File: config.mk
export PLATFORM = sky130hd
export DESIGN_NAME = ps2_move_decoder
export DESIGN_NICKNAME = d
export VERILOG_FILES = /design/src/rtl/ps2_move_decoder.sv
export SDC_FILE = /design/constraint.sdc
export NUM_CORES = 1
export LEC_CHECK = 0
export ABC_AREA = 0
export BUFFER_PORTS_ARGS = -buffer_cell sky130_fd_sc_hd__buf_4
export CORE_MARGIN = 2
export CORE_UTILIZATION = 55
export CTS_CLUSTER_SIZE = 40
export DETAILED_ROUTE_END_ITERATION = 10
export PLACE_DENSITY = 0.95
export SYNTH_ARGS = -nofsm -noshare
export SYNTH_HDL_FRONTEND = slang
export SYNTH_SLANG_ARGS = --single-unit
File: constraint.sdc
create_clock -name clock -period 3.9 [get_ports clock]
set_input_delay 0.585 -clock clock [delete_from_list [all_inputs] [get_ports clock]]
set_output_delay 0.585 -clock clock [all_outputs]
set_load 0.03 [all_outputs]
File: src/rtl/ps2_move_decoder.sv
// PS/2 scan-code front end for the chess board: assembles square entries
// and command keys into single ready/valid writes to the board registers.
module ps2_move_decoder #(
    parameter int ADDR_W     = 12,
    parameter int DATA_W     = 32,
    parameter int NUM_SLOTS  = 2,
    parameter int BASE_ADDR  = 64,
    parameter int CMD_R_ADDR = 67,
    parameter int CMD_K_ADDR = 68,
    localparam int SLOT_W    = (NUM_SLOTS > 1) ? $clog2(NUM_SLOTS) : 1
) (
    input  logic              clock,
    input  logic              reset,
    input  logic [7:0]        ps2_key_data,
    input  logic              ps2_key_pressed,
    input  logic              keyboard_write_ready,
    output logic              keyboard_we,
    output logic [ADDR_W-1:0] keyboard_write_address,
    output logic [DATA_W-1:0] keyboard_write_data,
    output logic [SLOT_W-1:0] current_slot,
    output logic [7:0]        drop_count
);

    typedef enum logic {COLLECT, WRITE} state_t;

    localparam logic [SLOT_W-1:0] SLOT_MAX = SLOT_W'(NUM_SLOTS - 1);

    state_t            state, n_state;
    logic              n_we;
    logic [ADDR_W-1:0] n_addr;
    logic [DATA_W-1:0] n_data;
    logic [SLOT_W-1:0] n_slot;
    logic [7:0]        n_drop;
    logic              let_v, n_let_v, num_v, n_num_v;
    logic [2:0]        let_i, n_let_i, num_i, n_num_i;
    logic              brk, n_brk, ext, n_ext;
    logic [3:0]        let_dec, num_dec;

    // {valid, index} for the file letters a..h
    function automatic logic [3:0] dec_letter(input logic [7:0] b);
        case (b)
            8'h1C:   dec_letter = 4'b1_000;
            8'h32:   dec_letter = 4'b1_001;
            8'h21:   dec_letter = 4'b1_010;
            8'h23:   dec_letter = 4'b1_011;
            8'h24:   dec_letter = 4'b1_100;
            8'h2B:   dec_letter = 4'b1_101;
            8'h34:   dec_letter = 4'b1_110;
            8'h33:   dec_letter = 4'b1_111;
            default: dec_letter = 4'b0_000;
        endcase
    endfunction

    // {valid, index} for the rank digits 1..8
    function automatic logic [3:0] dec_number(input logic [7:0] b);
        case (b)
            8'h16:   dec_number = 4'b1_000;
            8'h1E:   dec_number = 4'b1_001;
            8'h26:   dec_number = 4'b1_010;
            8'h25:   dec_number = 4'b1_011;
            8'h2E:   dec_number = 4'b1_100;
            8'h36:   dec_number = 4'b1_101;
            8'h3D:   dec_number = 4'b1_110;
            8'h3E:   dec_number = 4'b1_111;
            default: dec_number = 4'b0_000;
        endcase
    endfunction

    assign let_dec = dec_letter(ps2_key_data);
    assign num_dec = dec_number(ps2_key_data);

    always_comb begin
        n_state = state;
        n_we    = keyboard_we;
        n_addr  = keyboard_write_address;
        n_data  = keyboard_write_data;
        n_slot  = current_slot;
        n_drop  = drop_count;
        n_let_v = let_v;
        n_let_i = let_i;
        n_num_v = num_v;
        n_num_i = num_i;
        n_brk   = brk;
        n_ext   = ext;

        if (state == WRITE && keyboard_write_ready) begin
            n_state = COLLECT;
            n_we    = 1'b0;
        end

        if (ps2_key_pressed) begin
            if (ps2_key_data == 8'hF0) begin
                n_brk = 1'b1;
            end else if (ps2_key_data == 8'hE0) begin
                n_ext = 1'b1;
            end else if (brk) begin
                n_brk = 1'b0;
                n_ext = 1'b0;
            end else if (state == WRITE) begin
                n_ext = 1'b0;
                if (drop_count != 8'hFF)
                    n_drop = drop_count + 8'd1;
            end else if (ext) begin
                n_ext = 1'b0;
                if (ps2_key_data == 8'h6B || ps2_key_data == 8'h74) begin
                    n_let_v = 1'b0;
                    n_num_v = 1'b0;
                    if (ps2_key_data == 8'h6B && current_slot != '0)
                        n_slot = current_slot - SLOT_W'(1);
                    if (ps2_key_data == 8'h74 && current_slot < SLOT_MAX)
                        n_slot = current_slot + SLOT_W'(1);
                end
            end else if (let_dec[3]) begin
                n_let_v = 1'b1;
                n_let_i = let_dec[2:0];
            end else if (num_dec[3]) begin
                n_num_v = 1'b1;
                n_num_i = num_dec[2:0];
            end else if (ps2_key_data == 8'h66) begin
                n_let_v = 1'b0;
                n_num_v = 1'b0;
            end else if (ps2_key_data == 8'h2D || ps2_key_data == 8'h42) begin
                n_let_v = 1'b0;
                n_num_v = 1'b0;
                n_state = WRITE;
                n_we    = 1'b1;
                n_data  = DATA_W'(1);
                n_addr  = (ps2_key_data == 8'h2D) ? ADDR_W'(CMD_R_ADDR)
                                                  : ADDR_W'(CMD_K_ADDR);
            end
        end

        // a square completes on the edge both halves become valid
        if (state == COLLECT && n_let_v && n_num_v) begin
            n_state = WRITE;
            n_we    = 1'b1;
            n_addr  = ADDR_W'(BASE_ADDR) + ADDR_W'(current_slot);
            n_data  = DATA_W'({n_num_i, n_let_i});
            n_let_v = 1'b0;
            n_num_v = 1'b0;
        end
    end

    always_ff @(posedge clock or posedge reset) begin
        if (reset) begin
            state                  <= COLLECT;
            keyboard_we            <= 1'b0;
            keyboard_write_address <= ADDR_W'(BASE_ADDR);
            keyboard_write_data    <= '0;
            current_slot           <= '0;
            drop_count             <= '0;
            let_v                  <= 1'b0;
            let_i                  <= '0;
            num_v                  <= 1'b0;
            num_i                  <= '0;
            brk                    <= 1'b0;
            ext                    <= 1'b0;
        end else begin
            state                  <= n_state;
            keyboard_we            <= n_we;
            keyboard_write_address <= n_addr;
            keyboard_write_data    <= n_data;
            current_slot           <= n_slot;
            drop_count             <= n_drop;
            let_v                  <= n_let_v;
            let_i                  <= n_let_i;
            num_v                  <= n_num_v;
            num_i                  <= n_num_i;
            brk                    <= n_brk;
            ext                    <= n_ext;
        end
    end

endmodule

**Word-level counts from Yosys, hierarchy flattened**

Index checks and enable logic that the tools add are counted.

- Bits of input ports: 12
- Output and inout port bits: 54
- Word-level logic and storage cells: 162
- Register bits: 65

- Order comparisons: 1
- $add $sub $neg: 4
- Equality and inequality tests: 33
- Mux-type cells: 93
- Reduce and logical (&&, ||, !) cells: 15
- Bitwise gates (word level): 4

Operator list:

| operator | number |
|---|---|
| 2-to-1 mux 32 bit | 11 |
| 2-to-1 mux 12 bit | 11 |
| equality test 8 x 6 -> 1 bit (second input constant) | 14 |
| one-hot mux 4 bit (8 select lines) | 2 |
| 2-to-1 mux 1 bit | 53 |
| 2-to-1 mux 3 bit | 16 |
| equality test 8 x 7 -> 1 bit (second input constant) | 4 |
| equality test 8 x 5 -> 1 bit (second input constant) | 3 |
| equality test 8 bit (second input constant) | 2 |
| inequality test 2 x 1 -> 1 bit (second input constant) | 8 |
| AND reduction 10 bit | 1 |
| adder 7 x 1 -> 8 bit (first input constant) | 1 |
| adder 8 x 1 -> 8 bit (second input constant) | 1 |
| inequality test 8 bit (second input constant) | 1 |
| AND reduction 8 bit | 1 |
| AND reduction 6 bit | 1 |
| nonzero test 2 bit | 3 |
| logical AND 1 bit | 5 |
| inverter 1 bit | 4 |
| AND reduction 2 bit | 2 |
| logical OR 1 bit | 2 |
| inequality test 2 bit (second input constant) | 1 |
| adder 1 bit (second input constant) | 1 |
| < comparator 1 bit (second input constant) | 1 |
| subtractor 1 bit (second input constant) | 1 |

**Depth between registers and ports, before layout**

- Depth in word-level cells: 16
- Mapped depth: 9
- Mapped depth without buffers: 7

**Least setup slack after synthesis**

No wires, ideal clock.

- Path kind: input -> register
- From: in ps2_key_data[4]
- To: reg state
- Library setup time: 0.129 ns
- Arrival: 2.575 ns
- Cell stages on the path: 8
- Required time: 3.771 ns
- Path slack: 1.196 ns
- Buffers on the path: 1
- Cell sequence: or4b_1 > or4_4 > a32o_1 > a311oi_4 > a211oi_2 > buf_6 > a21oi_2 > nand2_1

- Longest elaborated chain between the ends: 15
- Elaborated cells on any way between the ends: 62
- Those cells by class: 23 x eq/ne; 35 x mux; 4 x reduce/logical

RTL lines:

| what | line | RTL |
|---|---|---|
| start, declared | 14 | `input logic [7:0] ps2_key_data,` |
| equality test 8 x 6 -> 1 bit / equality test 8 x 7 -> 1 bit (equally long branches) | 122 | `end else if (ps2_key_data == 8'h2D \|\| ps2_key_data == 8'h42) begin` |
| logical OR 1 bit | 122 |  |
| 2-to-1 mux 1 bit | 122 |  |
| 2-to-1 mux 1 bit | 119 | `end else if (ps2_key_data == 8'h66) begin` |
| 2-to-1 mux 1 bit | 116 | `end else if (num_dec[3]) begin` |
| 2-to-1 mux 1 bit | 113 | `end else if (let_dec[3]) begin` |
| 2-to-1 mux 1 bit | 103 | `end else if (ext) begin` |
| 2-to-1 mux 1 bit | 99 | `end else if (state == WRITE) begin` |
| 2-to-1 mux 1 bit | 96 | `end else if (brk) begin` |
| 2-to-1 mux 1 bit | 94 | `end else if (ps2_key_data == 8'hE0) begin` |
| 2-to-1 mux 1 bit | 92 | `if (ps2_key_data == 8'hF0) begin` |
| 2-to-1 mux 1 bit | 91 | `if (ps2_key_pressed) begin` |
| logical AND 1 bit (2 in a row) | 134 | `if (state == COLLECT && n_let_v && n_num_v) begin` |
| 2-to-1 mux 1 bit (*) | 134 |  |
| named net n_state | 28 | `state_t state, n_state;` |
| end signal, assigned | 159 | `state <= n_state;` |
| end, declared | 28 |  |

Mark *: on every way through the listed nets, which the timed path passes. The rest lies on a longest branch.
A chain may end at the register's enable or synchronous reset.

**Worst setup path in the final report**

- From: reg ext
- To: reg keyboard_write_address[0]

- Longest elaborated chain between the ends: 10
- Elaborated cells on any way between the ends: 26
- Those cells by class: 8 x eq/ne; 13 x mux; 5 x reduce/logical

RTL lines:

| what | line | RTL |
|---|---|---|
| start, declared | 36 | `logic brk, n_brk, ext, n_ext;` |
| start signal, assigned | 170 | `ext <= n_ext;` |
| 2-to-1 mux 1 bit | 103 |  |
| 2-to-1 mux 1 bit | 99 |  |
| 2-to-1 mux 1 bit | 96 |  |
| 2-to-1 mux 1 bit | 94 |  |
| 2-to-1 mux 1 bit | 92 |  |
| 2-to-1 mux 1 bit | 91 |  |
| logical AND 1 bit (2 in a row) | 134 |  |
| inequality test 2 x 1 -> 1 bit (no source line) / nonzero test 2 bit (equally long branches) | n/a |  |
| AND reduction 10 bit (no source line) | n/a |  |
| end signal, assigned | 148 | `keyboard_write_address <= ADDR_W'(BASE_ADDR);` |
| end signal, assigned | 161 | `keyboard_write_address <= n_addr;` |
| end, declared | 18 | `output logic [ADDR_W-1:0] keyboard_write_address,` |

Parallel ways exist; a longest one is shown, timed or not.

==> results.cfg <==
[status]
outcome = finished, final reports clean

[routing]
dr.first_iter.drc_count = 286
avgViaCountPerCell = 5.47
drc_errors = 0
vias = 1658
ant_nets = 0
routed_wl_um = 4380
firstDrtPassIters = 4
drt-wirelength-per-cell_um = 14.4

[grt]
antenna_found_initial = 0
grt_start_max_net_pins = 31
overflow = 0
grt_pass1_wl_um = 7080
grt_pass1_vias = 1426
grt_usage_pct = 22.3

[worst_setup_path]
r2r-end = keyboard_write_address[0]$_DFFE_PP0P_
cp.required_ns = 4.09
arrival_ns = 3.17
worstSetupEndpointType = flip-flop
crit_start = ext$_DFFE_PP0P_
crit_type = reg -> reg
crit-reg2reg-launch = ext$_DFFE_PP0P_
ff2ff_setup_slack_ns = 0.93
cp-start-kind = flip-flop
critPathMaxFanout = 17
r2r_cells = 7

[placed_design]
place.detailed.hpwl_um = 3180
place_inst = 295
place_congestion = 0.898
portBuffers = 30

[clocking]
htree_levels = 2
postCtsSetupBuffers = 0
ctsHoldBuffers = 0
cts-root-buf = clkbuf_8
cts_resized = 0
cts_tree = yes
numCtsBuffers = 5
cts_max_path_buffers = 2
clk_latency_ns = 0.29
clkSinkCount = 30
cts.clk_slew.worst_paths_ns = 0.06

[timing]
finalCriticalPeriod_ns = 2.97
slew_viol_final = 0
fin_crit_sh_pct = 76.2
hold_violations = 0
fmax_ghz = 0.337
tightest_slew_ns = 1.09
setup_tns_ns = 0
skew_ns = 0.00673
setup_violations = 0
maxSlewHeadroom_pct = 27.5
rsz0062_at_grt = false

[synth]
synth_area_um2 = 2030
synth_mux_area_share_pct = 2.22
synth_top_family_by_area = simple AND/OR/NAND/NOR gates
async_flop_share_pct = 100
ys_warn_count = 0
syn_inst = 227
synth_edf_count = 0
ys_types = 53
synth-simple-area-share_pct = 23.3
ys_top_cells_by_area = dfrtp_1 37%, buf_4 13%, nand2_1 5.0%, nor2_1 3.1%, a21oi_1 2.7%
synth-compound-area-share_pct = 17.3
synth_seq_area_share_pct = 37.0
synth.top_cell.area_share_pct = 37.0
synth_xor_area_share_pct = 3.02
avgSynthCellArea_um2 = 8.93
synthFlopType = dfrtp_1
synth_largest_area_cell = dfrtp_1
synth_seq_cells = 30
synth-adder-area-share_pct = 0.617

[power]
power_leakage_nw = 1.05
power_density_nw_per_um2 = 444
peakVddDrop_uv = 431

[finish]
drive_gt1_share_pct = 18.8
fin_cells = 303
fin_nets = 267
fill_cells = 304
n_antenna_cell = 0
area_delta_synth_final_pct = 10.8

[die]
core-area_um2 = 3610
die_w_um = 64.7
die_area_um2 = 4190
start_util_pct = 56.2
die_h_um = 64.7
ioPinCount = 66
rows = 22

[job]
max_cap_viol_count = 0

[min_path]
min_to = drop_count[5]$_DFFE_PP0P_
min_from = drop_count[5]$_DFFE_PP0P_
hold_path.class = reg -> reg
worstHoldPathCells = 1
## Yosys cell counts (all sizes together), types with 2 or more instances
cell type,instances
conb,2
buf,36
nor2,17
a21oi,12
nand4b,2
nor4b,4
a31oi,2
xnor2,4
a211oi,2
o21ai,14
or4bb,2
nand4,5
inv,7
a32o,2
nor2b,6
mux2,4
o31a,2
clkbuf,7
nor3b,5
and4b,2
o211ai,3
and3,2
xor2,3
nand2,27
nand2b,3
dfrtp,30
or4,2
## metrics by stage
step                      util [%]  hold slack [ns]  setup WS (ns)  total power, mW  area [um2]
after global routing          62.3            0.509          0.690             1.04        2250
after floorplan                  -            0.471           1.20            0.620        2150
after CTS                     62.3            0.491          0.963             1.00        2250
after global placement        59.2            0.475          0.897            0.679        2140
final                         62.3            0.490          0.930            0.997        2250
after detailed placement      59.2            0.478          0.865            0.691        2140
## report_power, final
part | leakage (nW) | total (mW) | internal, mW | switching, mW
logic | 0.594 | 0.292 | 0.0945 | 0.198
registers | 0.400 | 0.395 | 0.353 | 0.0416
clock network | 0.0514 | 0.310 | 0.190 | 0.119
## routing by layer
| layer | share of wire [%] | GRT usage (%) | vias up |
|---|---|---|---|
| met5 | 0 | 0 | - |
| met4 | 1.6 | 7.98 | 0 |
| met3 | 6.9 | 5.21 | 6 |
| met2 | 48 | 33.5 | 85 |
| met1 | 44 | 31.5 | 775 |
| li1 | - | - | 792 |
## flip-flops by register name (all words and copies together), names as in the netlist
register and cells:
drop_count 8, ext 1, keyboard_write_address 3, let_v 1, keyboard_we 1, state 1, keyboard_write_data 6, num_v 1
let_i 3, brk 1, num_i 3, current_slot 1
## worst max-delay path by stage
stage          cells after the start                               endpoint
3_5_place_dp                       7  keyboard_write_address[0]$_DFFE_PP0P_
6_report                           7  keyboard_write_address[0]$_DFFE_PP0P_
5_1_grt                            7  keyboard_write_address[0]$_DFFE_PP0P_
2_1_floorplan                      8                        state$_DFF_PP0_
3_3_place_gp                       7  keyboard_write_address[0]$_DFFE_PP0P_
4_1_cts                            7  keyboard_write_address[0]$_DFFE_PP0P_
## final cells by class
| class | count | area [um2] | share of cell area (%) |
|---|---|---|---|
| Clock buffer | 6 | 72.6 | 3.23 |
| Clock inverter | 2 | 37.5 | 1.67 |
| Inverter | 7 | 26.3 | 1.17 |
| Multi-Input combinational cell | 180 | 1070 | 47.8 |
| Sequential cell | 30 | 751 | 33.4 |
| Tap cell | 48 | 60.1 | 2.67 |
| Timing Repair Buffer | 30 | 225 | 10.0 |
## cells by family (layout without fill, tap and decap cells)
kind of cell,count (synthesis),in the layout
other,2,35
and+or+nand+nor,84,84
DFF,30,30
buffers and inverters,50,45
adders and majority gates,1,1
AOI/OAI and AO/OA,49,49
muxes,4,4
xor gates and xnor gates,7,7
## cells in the final DEF, fill, tap and decap left out, drive strengths merged, types with 3 or more instances in the layout
cell    synthesis  layout
inv             7       7
a21oi          12      12
conb            2      35
clkbuf          7       6
nor4b           4       4
buf            36      30
dfrtp          30      30
nor2           17      17
xor2            3       3
nand4           5       5
o21ai          14      14
nand2          27      27
xnor2           4       4
nor3b           5       5
nand2b          3       3
nor2b           6       6
o211ai          3       3
mux2            4       4
## critical path: stages, from the launching register on
cell and delay [ns]:
dfrtp_1 0.47, nor4b_2 0.65, nand2_1 0.11, a21oi_1 0.44, a311oi_4 0.09, a211oi_2 0.80, nand2_1 0.17, o211ai_1 0.15
(Power assumes the default switching activity.)
